<file path="config.mk">
export PLATFORM = sky130hd
export DESIGN_NAME = axi_burst_write_master
export DESIGN_NICKNAME = d
export VERILOG_FILES = /design/src/rtl/dma_axi_pkg.sv /design/src/rtl/axi_burst_calc.sv /design/src/rtl/axi_burst_write_master.sv
export SDC_FILE = /design/constraint.sdc
export NUM_CORES = 1
export LEC_CHECK = 0
export BUFFER_PORTS_ARGS = -buffer_cell sky130_fd_sc_hd__buf_4
export CORE_AREA = 5 5 117 119
export CTS_CLUSTER_SIZE = 28
export DETAILED_ROUTE_END_ITERATION = 10
export DIE_AREA = 0 0 122 124
export PLACE_DENSITY = 0.75
export SLEW_MARGIN = 30
export SYNTH_ARGS = -nofsm -noshare
export SYNTH_HDL_FRONTEND = slang
export SYNTH_HIERARCHICAL = 1
export SYNTH_SLANG_ARGS = --single-unit
</file>
<file path="constraint.sdc">
create_clock -name clk -period 5.2 [get_ports clk]
set_clock_uncertainty 0.1 [all_clocks]
set_input_delay 0.78 -clock clk [delete_from_list [all_inputs] [get_ports clk]]
set_output_delay 0.78 -clock clk [all_outputs]
set_load 0.02 [all_outputs]
</file>
<file path="src/rtl/dma_axi_pkg.sv">
// Shared AXI constants, state encoding and helpers for the DMA burst masters.
package dma_axi_pkg;

    localparam logic [1:0] AXI_RESP_OKAY   = 2'b00;
    localparam logic [1:0] AXI_RESP_EXOKAY = 2'b01;
    localparam logic [1:0] AXI_RESP_SLVERR = 2'b10;
    localparam logic [1:0] AXI_RESP_DECERR = 2'b11;
    localparam logic [1:0] AXI_BURST_INCR  = 2'b01;

    typedef enum logic [2:0] {
        ST_IDLE,
        ST_CALC,
        ST_AW,
        ST_W,
        ST_B,
        ST_DONE
    } dma_state_e;

    function automatic int clog2(input int value);
        int r;
        r = 0;
        while ((1 << r) < value) r++;
        return r;
    endfunction

endpackage

</file>
<file path="src/rtl/axi_burst_calc.sv">
// Beats for the next burst: limited by what is left, by MAX_BURST and by the 4 KB page end.
module axi_burst_calc
    import dma_axi_pkg::*;
#(
    parameter int LEN_W     = 16,
    parameter int DATA_W    = 32,
    parameter int MAX_BURST = 16,
    localparam int OFF_W    = clog2(DATA_W / 8),
    localparam int BEAT_W   = clog2(MAX_BURST) + 1
) (
    input  logic [11:0]       page_off,
    input  logic [LEN_W-1:0]  remaining,
    output logic [BEAT_W-1:0] beats
);

    localparam int CW = (LEN_W > 13) ? LEN_W : 13;

    logic [12:0]   page_bytes;
    logic [CW-1:0] page_beats;
    logic [CW-1:0] rem_c;
    logic [CW-1:0] max_c;
    logic [CW-1:0] min_a;
    logic [CW-1:0] min_b;

    // page_off is aligned, so the division by BYTES is exact
    assign page_bytes = 13'h1000 - {1'b0, page_off};
    assign page_beats = CW'(page_bytes >> OFF_W);
    assign rem_c      = CW'(remaining);
    assign max_c      = CW'(MAX_BURST);
    assign min_a      = (rem_c < max_c) ? rem_c : max_c;
    assign min_b      = (min_a < page_beats) ? min_a : page_beats;
    assign beats      = BEAT_W'(min_b);

endmodule

</file>
<file path="src/rtl/axi_burst_write_master.sv">
// DMA write-side AXI4 master: drains a show-ahead FIFO into memory as 4 KB-safe INCR bursts,
// one burst outstanding, with a done pulse and sticky error summary.
//
// state   | meaning
// IDLE    | waiting for wr_start
// CALC    | size next burst, load AW channel
// AW      | awvalid held until awready
// W       | stream beats from FIFO, wlast on final beat
// B       | bready high, waiting for write response
// DONE    | one-cycle wr_done with accumulated wr_err
module axi_burst_write_master
    import dma_axi_pkg::*;
#(
    parameter int ADDR_W    = 32,
    parameter int DATA_W    = 32,
    parameter int LEN_W     = 16,
    parameter int MAX_BURST = 16,
    localparam int BYTES    = DATA_W / 8
) (
    input  logic              clk,
    input  logic              rst_n,
    input  logic              wr_start,
    input  logic [ADDR_W-1:0] wr_addr,
    input  logic [LEN_W-1:0]  wr_len,
    output logic              wr_done,
    output logic              wr_err,
    output logic              wr_busy,
    output logic [ADDR_W-1:0] m_axi_awaddr,
    output logic [7:0]        m_axi_awlen,
    output logic [2:0]        m_axi_awsize,
    output logic [1:0]        m_axi_awburst,
    output logic              m_axi_awvalid,
    input  logic              m_axi_awready,
    output logic [DATA_W-1:0] m_axi_wdata,
    output logic [BYTES-1:0]  m_axi_wstrb,
    output logic              m_axi_wlast,
    output logic              m_axi_wvalid,
    input  logic              m_axi_wready,
    input  logic [1:0]        m_axi_bresp,
    input  logic              m_axi_bvalid,
    output logic              m_axi_bready,
    input  logic [DATA_W-1:0] fifo_rdata,
    input  logic              fifo_empty,
    output logic              fifo_ren
);

    localparam int OFF_W  = clog2(BYTES);
    localparam int BEAT_W = clog2(MAX_BURST) + 1;
    localparam logic [ADDR_W-1:0] ALIGN_MASK = ~ADDR_W'(BYTES - 1);

    dma_state_e        state;
    logic [ADDR_W-1:0] addr;
    logic [LEN_W-1:0]  remaining;
    logic [BEAT_W-1:0] beat_cnt;
    logic [BEAT_W-1:0] calc_beats;
    logic              err_acc;
    logic              w_hs;

    axi_burst_calc #(
        .LEN_W     (LEN_W),
        .DATA_W    (DATA_W),
        .MAX_BURST (MAX_BURST)
    ) u_calc (
        .page_off  (addr[11:0]),
        .remaining (remaining),
        .beats     (calc_beats)
    );

    // W data comes straight from the FIFO head; a pop happens only on handshake
    assign m_axi_wvalid  = (state == ST_W) && !fifo_empty;
    assign m_axi_wlast   = (state == ST_W) && (beat_cnt == BEAT_W'(1));
    assign m_axi_wdata   = fifo_rdata;
    assign m_axi_wstrb   = '1;
    assign m_axi_awsize  = 3'(OFF_W);
    assign m_axi_awburst = AXI_BURST_INCR;
    assign w_hs          = m_axi_wvalid && m_axi_wready;
    assign fifo_ren      = w_hs;

    always_ff @(posedge clk or negedge rst_n) begin
        if (!rst_n) begin
            state         <= ST_IDLE;
            addr          <= '0;
            remaining     <= '0;
            beat_cnt      <= '0;
            err_acc       <= 1'b0;
            wr_done       <= 1'b0;
            wr_err        <= 1'b0;
            wr_busy       <= 1'b0;
            m_axi_awaddr  <= '0;
            m_axi_awlen   <= '0;
            m_axi_awvalid <= 1'b0;
            m_axi_bready  <= 1'b0;
        end else begin
            wr_done <= 1'b0;
            case (state)
                ST_IDLE: begin
                    if (wr_start) begin
                        addr      <= wr_addr & ALIGN_MASK;
                        remaining <= wr_len;
                        err_acc   <= 1'b0;
                        wr_busy   <= 1'b1;
                        state     <= (wr_len == '0) ? ST_DONE : ST_CALC;
                    end
                end
                ST_CALC: begin
                    m_axi_awaddr  <= addr;
                    m_axi_awlen   <= 8'(calc_beats - BEAT_W'(1));
                    beat_cnt      <= calc_beats;
                    m_axi_awvalid <= 1'b1;
                    state         <= ST_AW;
                end
                ST_AW: begin
                    if (m_axi_awready) begin
                        m_axi_awvalid <= 1'b0;
                        state         <= ST_W;
                    end
                end
                ST_W: begin
                    if (w_hs) begin
                        beat_cnt  <= beat_cnt - BEAT_W'(1);
                        addr      <= addr + ADDR_W'(BYTES);
                        remaining <= remaining - LEN_W'(1);
                        if (beat_cnt == BEAT_W'(1)) begin
                            m_axi_bready <= 1'b1;
                            state        <= ST_B;
                        end
                    end
                end
                ST_B: begin
                    if (m_axi_bvalid) begin
                        m_axi_bready <= 1'b0;
                        err_acc      <= err_acc | (m_axi_bresp != AXI_RESP_OKAY);
                        state        <= (remaining != '0) ? ST_CALC : ST_DONE;
                    end
                end
                ST_DONE: begin
                    wr_done <= 1'b1;
                    wr_err  <= err_acc;
                    wr_busy <= 1'b0;
                    state   <= ST_IDLE;
                end
                default: state <= ST_IDLE;
            endcase
        end
    end

endmodule

</file>
==> results.ini <==
[logic_synthesis]
synthMuxAreaShare_pct = 0.5102
synth_fa_ha_area_share_pct = 3.061
ys_warn_count = 6
ys_seq_area_share_pct = 39.18
synth_top_family_by_area = simple AND/OR/NAND/NOR gates
yosys.area_share.simple_pct = 25.29
synth-seq-cells = 96
synth-async-reset-ratio_pct = 100.0
synth_cell_types = 69
synth_edf_count = 0
synth_area_um2 = 6131
synth_xor_area_share_pct = 1.143
ys.flop_type = dfrtp_1
syn_avg_cell_area_um2 = 8.164
synth_compound_area_share_pct = 21.22
synth_cells = 751

[layout]
syn2layout_area_growth_pct = 14.78
final_area_um2 = 7037
drive_gt1_share_pct = 18.09
antenna_cells = 0
nNetsFinal = 907
finalCoreUtilization_pct = 56.45

[global_route]
grt_overflow_total = 0
first_global_vias = 5396
track_usage_pct = 22.22
grt_max_degree = 68
grt_pass1_wl_um = 26750
antenna_found_initial = 0

[floorplan]
core_um2 = 12470
die_w_um = 122
boundaryPins = 178
die_y_um = 124
num_rows = 41
start_util_pct = 49.18
die_area_um2 = 15130

[cts]
clockRootBuffer = clkbuf_16
cts.path.max_buffers = 2
cts-hold-fix-buffers = 0
clk_pin_slew_ns = 0.07
cts_tree = built
cts_resized = 0
clk_latency_ns = 0.36
numClockSinks = 96
numCtsBuffers = 9
cts_max_level = 3
post_cts_buffers = 0

[detailed_routing]
drt-wirelength-per-cell_um = 17.09
drt-initial-drc-count = 612
avgViaCountPerCell = 5.882
vias = 5758
drt_wl_total_um = 16740
postRouteAntennaNets = 0
drc_errors = 0
dr.pass1.iters = 6

[place]
placed_cell_area_um2 = 6741
io_buffers = 100
dpl.hpwl_um = 11980
place_congestion = 0.9164

[job]
maxCapViolations = 0

[power]
power_density_nw_per_um2 = 615.6
vdd_drop_max_mv = 0.2566
p_leak_nw = 3.168

[worst_setup_path]
cp-start-kind = register
cp_max_fo = 7
worstSetupEndpointType = register
critPathKind = register to register
critPathRequiredTime_ns = 5.31
arrival_ns = 4.56

[sta]
hold_viol = 0
fmax_mhz = 224.6
worstMarginPinSlew_ns = 0.7923
slew_violations = 0
fin_setup_tns_ns = 0
final.period_utilization_pct = 85.61
slew-limit-headroom_pct = 46.43
fin_crit_ns = 4.451
finalSetupViolations = 0
rsz0062_at_grt = no

[run_status]
status = completed

[hold_path]
hold_class = input port to asynchronous set/reset pin

## critical path, cell delays in order, from the launching register on
cell      delay [ns]
dfrtp_1         0.46
or4_4           0.56
or3_4           0.39
or4_4           0.47
nor3_4          0.18
xor2_1          0.19
ha_1            0.18
nand3_1         0.22
or2_2           0.44
or3_1           0.36
o211ai_1        0.18
inv_1           0.08
ha_1            0.21
nand2_1         0.07
xor2_1          0.13
o21ai_0         0.08
## placed cells by master, fill, tap and decap left out, drive strengths merged, types with 11 or more instances in the layout
master / instances
nand3: 23
conb: 23
o21ai: 53
nand2: 144
buf: 108
clkbuf: 11
ha: 15
a21oi: 71
nor3: 24
dfrtp: 96
nor4: 14
a2bb2oi: 12
o22ai: 18
nor2: 43
inv: 18
## metal layers
layer,GRT usage [%],wire length [um]
met1,29.37,7261
met2,35.77,7884
met3,4.541,1201
met4,9.174,389
met5,0,0
## final timing paths
| path | cells past startpoint | endpoint | slack [ns] | startpoint |
|---|---|---|---|---|
| setup / recovery | 15 | m_axi_awlen[4] | 0.75 | addr[3] |
| hold / removal | 1 | wr_busy | 0.35 | rst_n |
| setup reg to reg | 15 | m_axi_awlen[4] | 0.75 | addr[3] |
| hold reg to reg | 2 | m_axi_awaddr[5] | 0.38 | m_axi_awaddr[5] |
| max in group asynchronous | 2 | addr[6] | 3.60 | rst_n |
| min in group clk | 2 | m_axi_awaddr[5] | 0.38 | m_axi_awaddr[5] |
## sequential cells by signal, indices dropped and copies added, names as in the netlist, 3 cells and up
register      count
m_axi_awlen       6
m_axi_awaddr     30
remaining        16
beat_cnt          5
state             3
addr             30
## where the power goes
group / switching (mW) / leakage, nW / total (mW) / internal (mW)
registers: 0.416 / 1.16 / 1.52 / 1.10
logic: 1.30 / 1.86 / 2.13 / 0.836
clock network: 0.295 / 0.146 / 0.680 / 0.385
total: 2.01 / 3.17 / 4.33 / 2.32
## final cells by class
| class | count | area [um^2] |
|---|---|---|
| Sequential cell | 96 | 2402 |
| Inverter | 17 | 63.81 |
| Tap cell | 172 | 215.2 |
| Clock inverter | 4 | 52.55 |
| Clock buffer | 11 | 242.7 |
| Fill cell | 1174 | 5429 |
| Multi-Input combinational cell | 571 | 3249 |
| Timing Repair Buffer | 108 | 810.8 |
## cell usage after synthesis (5+ instances only)
library cell    n  share of area [%]
nand2_1       144                8.8
dfrtp_1        96                 39
a21oi_1        70                5.7
o21ai_0        52                4.2
buf_4          46                5.6
nor2_1         43                2.6
clkbuf_1       33                2.0
nand3_1        23                1.9
nor3_1         23                1.9
o22ai_1        18                1.8
inv_1          17                1.0
ha_1           15                3.1
a2bb2oi_1      12                1.7
nor4_1         11                1.1
nand4_1        10                1.0
a31oi_1         8               0.82
and2_1          7               0.71
and4_1          6               0.86
nand2b_1        6               0.61
and3_1          5               0.51
buf_2           5               0.41
o211ai_1        5               0.61
o21a_1          5               0.61
or3_1           5               0.51
xor2_1          5               0.71
## cells by family after synthesis
group | count (synthesis)
AND/OR/NAND/NOR | 312
adder cells (fa/ha/maj) | 15
XOR/XNOR | 8
AO/OA/AOI/OAI | 210
buffers and inverters | 104
other | 3
multiplexers | 3
flip-flops | 96
## stage by stage
step / hold WS (ns) / instances / setup slack (ns) / power, mW
after floorplan: 0.3534 / 771 / 1.124 / 2.987
after global routing: 0.4017 / 979 / 0.5274 / 4.674
after global placement: 0.3628 / 964 / 0.9668 / 3.528
after CTS: 0.3815 / 979 / 0.7881 / 4.321
after detailed placement: 0.3644 / 964 / 0.8038 / 3.635
final: 0.3511 / 979 / 0.7485 / 4.332
Power figures use the tool's default switching activity.
